`src/rtl/button_event_gen_if.sv`:
```
// Button-side signal bundle: raw BTNC in, conditioned events and levels out.
interface button_event_gen_if;
  logic BTNC;
  logic button_down;
  logic long_press;
  logic pressed;
  logic repeat_active;

  modport master (output BTNC, input button_down, long_press, pressed, repeat_active);
  modport slave  (input BTNC, output button_down, long_press, pressed, repeat_active);
endinterface

```
`src/rtl/button_event_gen.sv`:
```
// Raw push-button -> synchronized, debounced level plus press / long-press / auto-repeat pulses.
// Optional feature macro: BUTTON_AUTO_REPEAT_EN (adds the REPEAT state and its period counter).
module button_event_gen #(
  parameter int DEBOUNCE_CYC = 1_000_000,
  parameter int HOLD_CYC     = 50_000_000,
  parameter int REPEAT_CYC   = 10_000_000
) (
  input logic          clk,
  input logic          CPU_RESETN,
  button_event_gen_if.slave btn
);

  localparam int DW = (DEBOUNCE_CYC > 1) ? $clog2(DEBOUNCE_CYC) : 1;
  localparam int HW = $clog2(HOLD_CYC);
  localparam logic [DW-1:0] DB_LAST   = DW'(DEBOUNCE_CYC - 1);
  localparam logic [HW-1:0] HOLD_LAST = HW'(HOLD_CYC - 1);
`ifdef BUTTON_AUTO_REPEAT_EN
  localparam int RW = $clog2(REPEAT_CYC);
  localparam logic [RW-1:0] REP_LAST = RW'(REPEAT_CYC - 1);
`endif

  typedef enum logic [1:0] {
    IDLE,
    PRESSED
`ifdef BUTTON_AUTO_REPEAT_EN
    , REPEAT
`endif
  } state_t;

  logic [1:0]    sync_pipe;
  logic          sync_btn;
  logic          pressed_q;
  logic [DW-1:0] db_cnt;
  logic          db_hit, rise, fall;

  state_t        state, state_n;
  logic [HW-1:0] hold_cnt, hold_n;
  logic          bd_q, bd_n, lp_q, lp_n;
`ifdef BUTTON_AUTO_REPEAT_EN
  logic [RW-1:0] rep_cnt, rep_n;
`else
  logic          hold_done, done_n;
`endif

  assign sync_btn = sync_pipe[1];
  // Level flips on the same edge the FSM sees rise/fall, so pulses align with offset 0.
  assign db_hit   = (sync_btn != pressed_q) && (db_cnt == DB_LAST);
  assign rise     = db_hit && !pressed_q;
  assign fall     = db_hit && pressed_q;

  always_ff @(posedge clk or negedge CPU_RESETN) begin
    if (!CPU_RESETN) begin
      sync_pipe <= '0;
      pressed_q <= 1'b0;
      db_cnt    <= '0;
    end else begin
      sync_pipe <= {sync_pipe[0], btn.BTNC};
      if (sync_btn == pressed_q) begin
        db_cnt <= '0;
      end else if (db_cnt == DB_LAST) begin
        pressed_q <= ~pressed_q;
        db_cnt    <= '0;
      end else begin
        db_cnt <= db_cnt + 1'b1;
      end
    end
  end

  always_ff @(posedge clk or negedge CPU_RESETN) begin
    if (!CPU_RESETN) begin
      state    <= IDLE;
      hold_cnt <= '0;
      bd_q     <= 1'b0;
      lp_q     <= 1'b0;
`ifdef BUTTON_AUTO_REPEAT_EN
      rep_cnt  <= '0;
`else
      hold_done <= 1'b0;
`endif
    end else begin
      state    <= state_n;
      hold_cnt <= hold_n;
      bd_q     <= bd_n;
      lp_q     <= lp_n;
`ifdef BUTTON_AUTO_REPEAT_EN
      rep_cnt  <= rep_n;
`else
      hold_done <= done_n;
`endif
    end
  end

  // Release has priority: a timer expiring in the falling cycle emits nothing.
  always_comb begin
    state_n = state;
    hold_n  = hold_cnt;
    bd_n    = 1'b0;
    lp_n    = 1'b0;
`ifdef BUTTON_AUTO_REPEAT_EN
    rep_n   = rep_cnt;
`else
    done_n  = hold_done;
`endif
    case (state)
      IDLE: begin
        if (rise) begin
          state_n = PRESSED;
          hold_n  = '0;
          bd_n    = 1'b1;
`ifndef BUTTON_AUTO_REPEAT_EN
          done_n  = 1'b0;
`endif
        end
      end
      PRESSED: begin
        if (fall) begin
          state_n = IDLE;
        end else if (hold_cnt == HOLD_LAST) begin
`ifdef BUTTON_AUTO_REPEAT_EN
          lp_n    = 1'b1;
          bd_n    = 1'b1;
          state_n = REPEAT;
          rep_n   = '0;
`else
          if (!hold_done) begin
            lp_n   = 1'b1;
            done_n = 1'b1;
          end
`endif
        end else begin
          hold_n = hold_cnt + 1'b1;
        end
      end
`ifdef BUTTON_AUTO_REPEAT_EN
      REPEAT: begin
        if (fall) begin
          state_n = IDLE;
        end else if (rep_cnt == REP_LAST) begin
          bd_n  = 1'b1;
          rep_n = '0;
        end else begin
          rep_n = rep_cnt + 1'b1;
        end
      end
`endif
      default: state_n = IDLE;
    endcase
  end

  assign btn.button_down = bd_q;
  assign btn.long_press  = lp_q;
  assign btn.pressed     = pressed_q;
`ifdef BUTTON_AUTO_REPEAT_EN
  assign btn.repeat_active = (state == REPEAT);
`else
  assign btn.repeat_active = 1'b0;
`endif

endmodule
```
`src/flat_wrapper.sv`:
```
// flat-port wrapper written by rule: the top's interface ports become plain ports
module button_event_gen_flat 
#(
  parameter int DEBOUNCE_CYC = 1_000_000,
  parameter int HOLD_CYC     = 50_000_000,
  parameter int REPEAT_CYC   = 10_000_000
)
  (clk, CPU_RESETN, btn_BTNC, btn_button_down, btn_long_press, btn_pressed, btn_repeat_active);
  button_event_gen_if btn_i ();
  input logic clk;
  input logic CPU_RESETN;
  input wire logic [$bits(btn_i.BTNC)-1:0] btn_BTNC;
  output wire logic [$bits(btn_i.button_down)-1:0] btn_button_down;
  output wire logic [$bits(btn_i.long_press)-1:0] btn_long_press;
  output wire logic [$bits(btn_i.pressed)-1:0] btn_pressed;
  output wire logic [$bits(btn_i.repeat_active)-1:0] btn_repeat_active;
  assign btn_i.BTNC = btn_BTNC;
  assign btn_button_down = btn_i.button_down;
  assign btn_long_press = btn_i.long_press;
  assign btn_pressed = btn_i.pressed;
  assign btn_repeat_active = btn_i.repeat_active;
  button_event_gen #(.DEBOUNCE_CYC(DEBOUNCE_CYC), .HOLD_CYC(HOLD_CYC), .REPEAT_CYC(REPEAT_CYC)) u_core (.clk(clk), .CPU_RESETN(CPU_RESETN), .btn(btn_i));
endmodule
```
`config.mk`:
```
export PLATFORM = sky130hd
export DESIGN_NAME = button_event_gen_flat
export DESIGN_NICKNAME = d
export VERILOG_FILES = /design/src/rtl/button_event_gen_if.sv /design/src/rtl/button_event_gen.sv /design/src/flat_wrapper.sv
export SDC_FILE = /design/constraint.sdc
export NUM_CORES = 1
export LEC_CHECK = 0
export BUFFER_PORTS_ARGS = -buffer_cell sky130_fd_sc_hd__buf_2
export CORE_UTILIZATION = 56
export DETAILED_ROUTE_END_ITERATION = 7
export PLACE_DENSITY = 0.76
export RECOVER_POWER = 50
export SYNTH_ARGS = -nofsm -noshare
export SYNTH_HDL_FRONTEND = slang
export SYNTH_SLANG_ARGS = --single-unit
```
`constraint.sdc`:
```
create_clock -name clk -period 2.4 [get_ports clk]
set_input_delay 0.36 -clock clk [delete_from_list [all_inputs] [get_ports clk]]
set_output_delay 0.36 -clock clk [all_outputs]
set_load 0.02 [all_outputs]
```
==> results of run 1 <==
## critical path: stages (launching register included)
cell and delay [ns]:
dfrtp_1 0.40, or4b_4 0.54, or4_4 0.59, buf_4 0.19
o22ai_4 0.15, buf_6 0.16, nor3_1 0.05, o22a_1 0.20
## layout by cell type (no fill, tap or decap), types with 9 or more instances in the layout
master	Yosys	layout
nand2_1	24	24
a31oi_1	13	12
nor3_1	16	16
buf_4	1	18
inv_1	9	9
xnor2_1	12	12
and3_1	12	12
nand4_1	10	10
dfrtp_1	53	53
nand3_1	20	20
nor2_1	37	35
## routing by layer
metal  vias to the layer above  wire [um]  share of wire  global-route usage
li1                       1207          -              -                   -
met1                      1235       3190           0.48               0.361
met3                         9        355          0.054              0.0576
met5                         -          0              0                   0
met2                        84       2930           0.45               0.383
met4                         0        102          0.016               0.105
## through the flow
step	instances	setup WS, ns	setup TNS (ns)	total power [mW]
5_1_grt	407	-0.0713	-1.02	1.49
6_report	407	-0.0125	-0.0439	1.44
2_1_floorplan	321	-0.0664	-0.613	0.937
3_5_place_dp	396	-0.0860	-0.897	0.965
3_3_place_gp	396	-0.0350	-0.197	0.965
4_1_cts	405	-0.000869	-0.000869	1.46
## power groups by stage
stage / logic [mW] / clock network (mW) / registers [mW]
2_1_floorplan: 0.0188 / 0 / 0.918
3_3_place_gp: 0.0428 / 0 / 0.922
3_5_place_dp: 0.0431 / 0 / 0.922
4_1_cts: 0.0433 / 0.512 / 0.904
5_1_grt: 0.0439 / 0.543 / 0.905
6_report: 0.0379 / 0.498 / 0.904
## timing repair
| item | CTS | global route |
|---|---|---|
| gates resized for setup | 4 | 10 |
| cloned | 1 | 0 |
| setup buffers | 0 | 2 |
| pin swaps | 1 | 7 |
| setup endpoints to repair | 20 | 42 |
## registers in the layout, indices dropped and copies added, names as in the netlist
signal	flops
u_core.hold_cnt	26
u_core.db_cnt	20
u_core.sync_pipe	2
u_core.btn.button_down	1
u_core.btn.long_press	1
u_core.btn.pressed	1
u_core.hold_done	1
u_core.state	1
## area by class of cell
class,instances,area share
clock buffer,7,0.0228
timing repair buffer,27,0.0618
tap,70,0.0262
multi-input combinational,240,0.480
sequential,53,0.397
clock inverter,1,0.00225
inverter,9,0.0101
## worst min-delay path by stage
stage | cells after the start | endpoint | startpoint
finish | 1 | u_core.sync_pipe[0] | btn_BTNC
global route | 1 | u_core.sync_pipe[0] | btn_BTNC
CTS | 1 | u_core.hold_cnt[3] | CPU_RESETN
detailed placement | 0 | u_core.sync_pipe[1] | u_core.sync_pipe[0]
global placement | 0 | u_core.sync_pipe[1] | u_core.sync_pipe[0]
floorplan | 0 | u_core.btn.button_down | CPU_RESETN
## cell families after synthesis
group	synth area share
AOI/OAI and AO/OA	0.167
xor gates and xnor gates	0.0555
adders and majority gates	0.00835
buffers and inverters	0.0438
DFF	0.443
muxes	0.00710
other	0.00125
and+or+nand+nor	0.274
## cells in the mapped netlist (5+ instances only)
master and number:
nand2b_1 5, nand3_1 20, xor2_1 7, a31oi_1 13, clkbuf_1 14, nor3_1 16
and2_1 5, dfrtp_1 53, and3_1 12, a31oi_2 6, nand2_1 24, and4_1 6
o21ai_0 8, o22a_1 5, xnor2_1 12, a21boi_0 5, nand4_1 10, nor2_1 37
inv_1 9
==> impl_metrics.tcl, run 1 <==
set metrics [dict create \
    synth.distinct_cells 54 \
    dieArea_mm2 0.00565 \
    grt_pass1_wl_um 10800 \
    cts.sinks 53 \
    vias_per_cell 6.23 \
    rows 26 \
    yosys_warnings 0 \
    synth_nets 326 \
    wl_um 6580 \
    hold_path.class "primary input to flop" \
    vdd_ir_drop_max_v 0.000272 \
    antenna_found_initial 0 \
    die_w_um 75.2 \
    io_pins 7 \
    portBuffers 5 \
    grt_pass1_vias 2266 \
    utilization 0.650 \
    area_growth_pct 11.6 \
    cp-end-kind "flop" \
    worst_pin_slew_ns 1.33 \
    h-tree-depth 2 \
    max_freq_ghz 0.415 \
    yosysSeqAreaShare 0.443 \
    worst-r2r-cell-count 7 \
    yosys.area.top_type "dfrtp_1" \
    synth_edf_count 0 \
    r2r-end "u_core.hold_cnt[8]" \
    fin_crit_sh 1.01 \
    pwr-share-seq 0.628 \
    post_drt_wl_per_cell_um 16.2 \
    root_buffer "clkbuf_8" \
    drv_cap 0 \
    drcViolationCount 0 \
    grt_usage 0.256 \
    drv_slew 0 \
    clockBufferDepth 2 \
    syn_inst 321 \
    yosys_most_used_dff "dfrtp_1" \
    hpwlAfterDp_um 4470 \
    cts_tree "built" \
    area.sequential_mm2 0.00133 \
    vias 2535 \
    required_ns 2.59 \
    status "complete, but fails checks" \
    endpoint "u_core.hold_cnt[8]" \
    core_mm2 0.00514 \
    synth_top_area_share 0.443 \
    cts_inserted_buffers 5 \
    start_util 0.583 \
    synth_seq_cells 53 \
    place_area_mm2 0.00319 \
    rsz0062_at_grt "yes" \
    postCtsHoldBufs 0 \
    clock_latency_ns 0.32 \
    stdcell_area_mm2 0.00334 \
    hold_violations 0 \
    worstReg2RegStart "u_core.db_cnt[12]" \
    yosys-top-cells-area "dfrtp_1 44%, nor2_1 4.6%, xnor2_1 3.5%, nand3_1 3.3%, nand2_1 3.0%" \
    p_int_mw 1.11 \
    p_sw_mw 0.325 \
    r2r_slack_ns -0.01 \
    skew_ns 0.0153 \
    grt_remaining_overflow 0 \
    finalCriticalPeriod_ns 2.41 \
    die_h_um 75.2 \
    max_slew_margin 0.112 \
    powerDensity_mw_per_mm2 431 \
    crit_type "flop to flop" \
    drive_above_1_share 0.169 \
    worstPathMaxFanout 6 \
    hold_ws_ns 0.146 \
    syn_area_mm2 0.00300 \
    pwr-share-clk 0.346 \
    drt_iter0_drc 296 \
    place.gp.congestion 0.881 \
    dr.pass1.iters 5 \
    clk_pin_slew_ns 0.09 \
    grt_max_degree 36 \
    layout.nets 341 \
    pwr-share-comb 0.026 \
    leakage_nw 1.34 \
    violations "negative setup slack" \
    finalSetupViolations 5 \
    fillers 440 \
    antennaDiodeCount 0 \
    switching_share 0.226 \
    start_kind "flop" \
    ys_async_sr_fraction 1.00 \
    synth.avg_cell_area_um2 9.34 \
    ant_nets 0 \
    multi_input_area_mm2 0.00161 \
    final.setup.worst_slack_ns -0.0125 \
    arrival_ns 2.61 \
    startpoint "u_core.db_cnt[12]" \
]
Power figures use the tool's default switching activity.
==> run 2: changes to the inputs <==
- CELL_PAD_IN_SITES_DETAIL_PLACEMENT: not set -> 1
- CELL_PAD_IN_SITES_GLOBAL_PLACEMENT: not set -> 1
- CORE_UTILIZATION: 56 -> 44
==> run 2 against run 1 <==
Sequential share of layout area fell by 1.4 points. Sequential cell count stayed put. Sequential power is essentially flat. Largest power group unchanged. Critical path depth down 2. Final cell count increased by 2.0%. Largest cell class unchanged. The run ends with design-rule violations, negative setup slack left. Maximum frequency hardly changed.
==> impl_metrics.tcl, run 2 (synthesized netlist as in run 1, its figures left out) <==
set metrics [dict create \
    status "complete, but fails checks" \
    violations "design-rule violations, negative setup slack" \
    path_buf_inv 0 \
    skew_ns 0.0174 \
    cpPeakStageDelay_ns 0.59 \
    h-tree-depth 2 \
    vdd_ir_drop_max_v 0.000280 \
    fin_crit_sh 1.00 \
    worst-r2r-cell-count 5 \
    cts.sinks 53 \
    hold_path.class "primary input to flop" \
    worstPathMaxFanout 7 \
    mostFrequentLayoutCells "53 x dfrtp_1, 36 x nor2_1, 24 x nand2_1" \
    dr.pass1.iters 6 \
    worst_pin_slew_ns 1.22 \
    antenna_found_initial 0 \
    rows 29 \
    multi_input_area_mm2 0.00168 \
    reg_top3 "u_core.hold_cnt (26), u_core.db_cnt (20), u_core.sync_pipe (2)" \
    crit_type "flop to flop" \
    finalCriticalPeriod_ns 2.41 \
    final.setup.worst_slack_ns -0.0117 \
    area.sequential_mm2 0.00133 \
    portBuffers 5 \
    postCtsHoldBufs 0 \
    grt_remaining_overflow 0 \
    area_growth_pct 15.7 \
    finalSetupViolations 3 \
    final_common_cell "dfrtp_1" \
    vias 2540 \
    rsz0062_at_grt "yes" \
    layout.nets 343 \
    arrival_ns 2.64 \
    hold_violations 0 \
    largest_register "u_core.hold_cnt" \
    root_buffer "clkbuf_8" \
    max_freq_ghz 0.415 \
    largest_reg_flops 26 \
    path_cells "or4b_4, or4_4, o31a_4, o21a_4, mux2i_1" \
    crit_family "simple AND/OR/NAND/NOR gates" \
    r2r-end "u_core.hold_cnt[1]" \
    grt_pass1_vias 2680 \
    dieArea_mm2 0.00714 \
    clockBufferDepth 2 \
    wl_um 8160 \
    ant_nets 0 \
    antennaDiodeCount 0 \
    drv_cap 0 \
    holdPathStages 1 \
    die_w_um 84.5 \
    grt_max_degree 36 \
    hpwlAfterDp_um 5420 \
    grt_pass1_wl_um 13900 \
    max_slew_margin 0.184 \
    required_ns 2.62 \
    drt_iter0_drc 137 \
    fillers 741 \
    cp-end-kind "flop" \
    cpMaxStageDelayCell "or4_4" \
    startpoint "u_core.db_cnt[7]" \
    core_mm2 0.00646 \
    drcViolationCount 2 \
    leakage_nw 1.38 \
    cts_inserted_buffers 5 \
    worstReg2RegStart "u_core.db_cnt[7]" \
    cts_tree "built" \
    vias_per_cell 6.12 \
    grt_usage 0.247 \
    hold-path-endpoint "u_core.sync_pipe[0]" \
    place.gp.congestion 0.790 \
    post_drt_wl_per_cell_um 19.7 \
    start_kind "flop" \
    die_h_um 84.5 \
    io_pins 7 \
    dp_slack_ns -0.113 \
    drive_above_1_share 0.192 \
    min_from "btn_BTNC" \
    start_util 0.464 \
    powerDensity_mw_per_mm2 447 \
    drv_slew 0 \
    r2r_slack_ns -0.01 \
    clk_pin_slew_ns 0.09 \
    hold_ws_ns 0.147 \
    clock_latency_ns 0.32 \
]
run 2: timing repair:
action                     in CTS  in global routing
resized for setup              12                 13
setup endpoints to repair      25                 28
pin swaps                       2                  7
buffers inserted                3                  1
gates cloned                    1                  0
run 2: final cells by class:
class | instances | area share
multi-input combinational | 240 | 0.484
sequential | 53 | 0.383
timing repair buffer | 29 | 0.0660
tap | 77 | 0.0278
clock buffer | 5 | 0.0198
clock inverter | 2 | 0.0101
inverter | 9 | 0.00974
run 2: stage by stage:
stage	TNS [ns]	power [mW]	cell area [um2]	instances	utilization
after global routing	-0.685	1.60	3470	415	0.537
final	-0.0165	1.55	3470	415	0.537
after CTS	-0.0733	1.57	3390	414	0.525
after detailed placement	-1.45	0.968	3200	403	0.495
after floorplan	-0.613	0.937	3000	321	-
after global placement	-0.617	0.966	3200	403	0.495
run 2: per-layer routing:
| metal | vias to the layer above | wire length (um) | track usage |
|---|---|---|---|
| li1 | 1204 | - | - |
| met1 | 1306 | 3990 | 0.345 |
| met2 | 22 | 3930 | 0.405 |
| met3 | 8 | 152 | 0.0374 |
| met4 | 0 | 88 | 0.0632 |
| met5 | - | 0 | 0 |
run 2: power breakdown:
part	switching (mW)	internal, mW	total, mW
registers	0.00727	0.898	0.905
logic	0.0297	0.00967	0.0394
clock network	0.302	0.304	0.606
total	0.339	1.21	1.55
run 2: worst max path at each step:
stage | end | slack [ns] | depth (start not counted)
floorplan | u_core.hold_cnt[19] | -0.07 | 7
global placement | u_core.hold_cnt[9] | -0.08 | 6
detailed placement | u_core.hold_cnt[19] | -0.11 | 6
CTS | u_core.hold_cnt[19] | -0.02 | 5
global route | u_core.hold_cnt[9] | -0.06 | 6
finish | u_core.hold_cnt[1] | -0.01 | 5
==> run 3: changes to the inputs <==
- ABC_AREA: not set -> 1
- CORE_ASPECT_RATIO: not set -> 0.6
- CORE_UTILIZATION: 44 -> 41
==> run 3 against run 2 <==
The run now ends clean. Area after synthesis rose by 13%. Clock power rose by 28%. Sequential share of layout area fell by 1.9 points. Final cell count rose by 46%. First-iteration DRC count rose by 110%. Clock skew fell by 0.012 ns.
==> impl_metrics.tcl, run 3 <==
set metrics [dict create \
    final_cells 607 \
    rsz0062_at_grt "no" \
    layout.nets 503 \
    powerDensity_mw_per_mm2 471 \
    yosys_most_used_dff "dfrtp_1" \
    arrival_ns 2.31 \
    cp-end-kind "flop" \
    start_util 0.426 \
    critical_path.most_common_cell "nand2_1" \
    yosysSeqAreaShare 0.393 \
    drv_cap 0 \
    grt_usage 0.260 \
    root_buffer "clkbuf_16" \
    rows 25 \
    cts_tree "built" \
    leakage_nw 1.61 \
    required_ns 2.64 \
    vias_per_cell 5.27 \
    clock_latency_ns 0.30 \
    setup_tns_ns 0 \
    path_buf_inv 1 \
    wl_um 9960 \
    largest_reg_flops 26 \
    drt_iter0_drc 287 \
    yosys_warnings 0 \
    core_mm2 0.00791 \
    cts_setup_buffers 0 \
    portBuffers 5 \
    place.gp.congestion 0.934 \
    syn_area_mm2 0.00337 \
    utilization 0.461 \
    die_h_um 72.3 \
    cpPeakStageDelay_ns 0.46 \
    cts_resized 0 \
    grt_pass1_wl_um 17000 \
    total_power_mw 1.72 \
    path_cells "ha_1, nand2_1, inv_1, nand2_2, nor3_4, nand2_2, nand2_4, nand2_1, nand2_1" \
    finalCriticalPeriod_ns 2.07 \
    fin_crit_sh 0.863 \
    antenna_found_initial 0 \
    grt_pass1_vias 3143 \
    io_pins 7 \
    mostFrequentLayoutCells "170 x nand2_1, 96 x nor2_1, 53 x dfrtp_1" \
    synth.distinct_cells 33 \
    dieArea_mm2 0.00861 \
    post_drt_wl_per_cell_um 16.4 \
    grt_remaining_overflow 0 \
    drcViolationCount 0 \
    clockBufferDepth 2 \
    final.setup.worst_slack_ns 0.328 \
    place_area_mm2 0.00350 \
    finalSetupViolations 0 \
    synth_top_area_share 0.393 \
    grt_max_degree 54 \
    worst_pin_slew_ns 1.40 \
    hold_violations 0 \
    status "completed" \
    reg_top3 "u_core.hold_cnt (26), u_core.db_cnt (20), u_core.sync_pipe (2)" \
    antennaDiodeCount 0 \
    yosys-top-cells-area "dfrtp_1 39%, nand2_1 19%, nor2_1 11%, inv_1 4.6%, nand3_1 4.0%" \
    crit_type "flop to flop" \
    synth_nets 493 \
    area_growth_pct 8.12 \
    drive_above_1_share 0.0962 \
    hold_path.class "primary input to flop" \
    cpMaxStageDelayCell "dfrtp_1" \
    ys_async_sr_fraction 1.00 \
    hpwlAfterDp_um 7640 \
    stdcell_area_mm2 0.00365 \
    skew_ns 0.00575 \
    final_common_cell "nand2_1" \
    drv_slew 0 \
    dr.pass1.iters 4 \
    cts_inserted_buffers 5 \
    die_w_um 119 \
    synth_edf_count 0 \
    hold_ws_ns 0.166 \
    worstPathMaxFanout 26 \
    dp_slack_ns 0.386 \
    vdd_ir_drop_max_v 0.000282 \
    synth_commonest_cells "170 x nand2_1, 96 x nor2_1, 53 x dfrtp_1" \
    max_freq_ghz 0.483 \
    h-tree-depth 2 \
    crit_family "simple AND/OR/NAND/NOR gates" \
    max_slew_margin 0.0670 \
    start_kind "flop" \
    vias 3197 \
    synth.avg_cell_area_um2 6.91 \
    clk_pin_slew_ns 0.07 \
    yosys.area.top_type "dfrtp_1" \
    postCtsHoldBufs 0 \
    synth_seq_cells 53 \
    syn_inst 488 \
    largest_register "u_core.hold_cnt" \
    placed_cells 599 \
    yosysMostFrequentCell "nand2_1" \
    cts.sinks 53 \
    ant_nets 0 \
]
==> run 3: routing by layer <==
layer,part of all wire,global-route usage,up-vias,routed length (um)
li1,-,-,1545,-
met1,0.57,0.428,1557,5640
met2,0.36,0.335,87,3570
met3,0.066,0.0472,8,654
met4,0.0098,0.0689,0,98
met5,0,0,-,0
==> run 3: cell families after synthesis <==
group | after synthesis | share of synthesized area
simple gates | 349 | 0.456
flops | 53 | 0.393
buf+inv | 52 | 0.0742
xor+xnor | 17 | 0.0441
compound gates | 14 | 0.0245
fa+ha+maj | 2 | 0.00741
other cells | 1 | 0.00111
==> run 3: power breakdown <==
part | internal (mW) | leakage (nW) | switching, mW | total [mW]
Clock | 0.417 | 0.0768 | 0.358 | 0.774
Combinational | 0.00896 | 0.801 | 0.0336 | 0.0425
Sequential | 0.898 | 0.734 | 0.00380 | 0.902
==> run 3: worst register-to-register path, cell delays in order, from the launching register on <==
cell and delay, ns:
dfrtp_1 0.46, ha_1 0.30, nand2_1 0.13, inv_1 0.10, nand2_2 0.08, nor3_4 0.15, nand2_2 0.24, nand2_4 0.35
nand2_1 0.13, nand2_1 0.08
==> run 3: final timing paths <==
| path | from | end | slack [ns] | cells past startpoint |
|---|---|---|---|---|
| max reg2reg | u_core.hold_cnt[0] | u_core.hold_cnt[1] | 0.33 | 9 |
| min reg2reg | u_core.sync_pipe[0] | u_core.sync_pipe[1] | 0.36 | 0 |
| max in group asynchronous | CPU_RESETN | u_core.hold_cnt[21] | 1.10 | 2 |
| min in group asynchronous | CPU_RESETN | u_core.hold_cnt[19] | 0.47 | 2 |
| max | u_core.hold_cnt[0] | u_core.hold_cnt[1] | 0.33 | 9 |
| min | btn_BTNC | u_core.sync_pipe[0] | 0.17 | 1 |
==> run 3: layout make-up <==
class,count,area [um2]
flip-flops and latches,53,1330
clock buffers,6,139
clock inverters,2,13.8
multi-input cells,383,1800
repair buffers,12,75.1
fillers,1042,4270
inverters,43,161
well taps,108,135
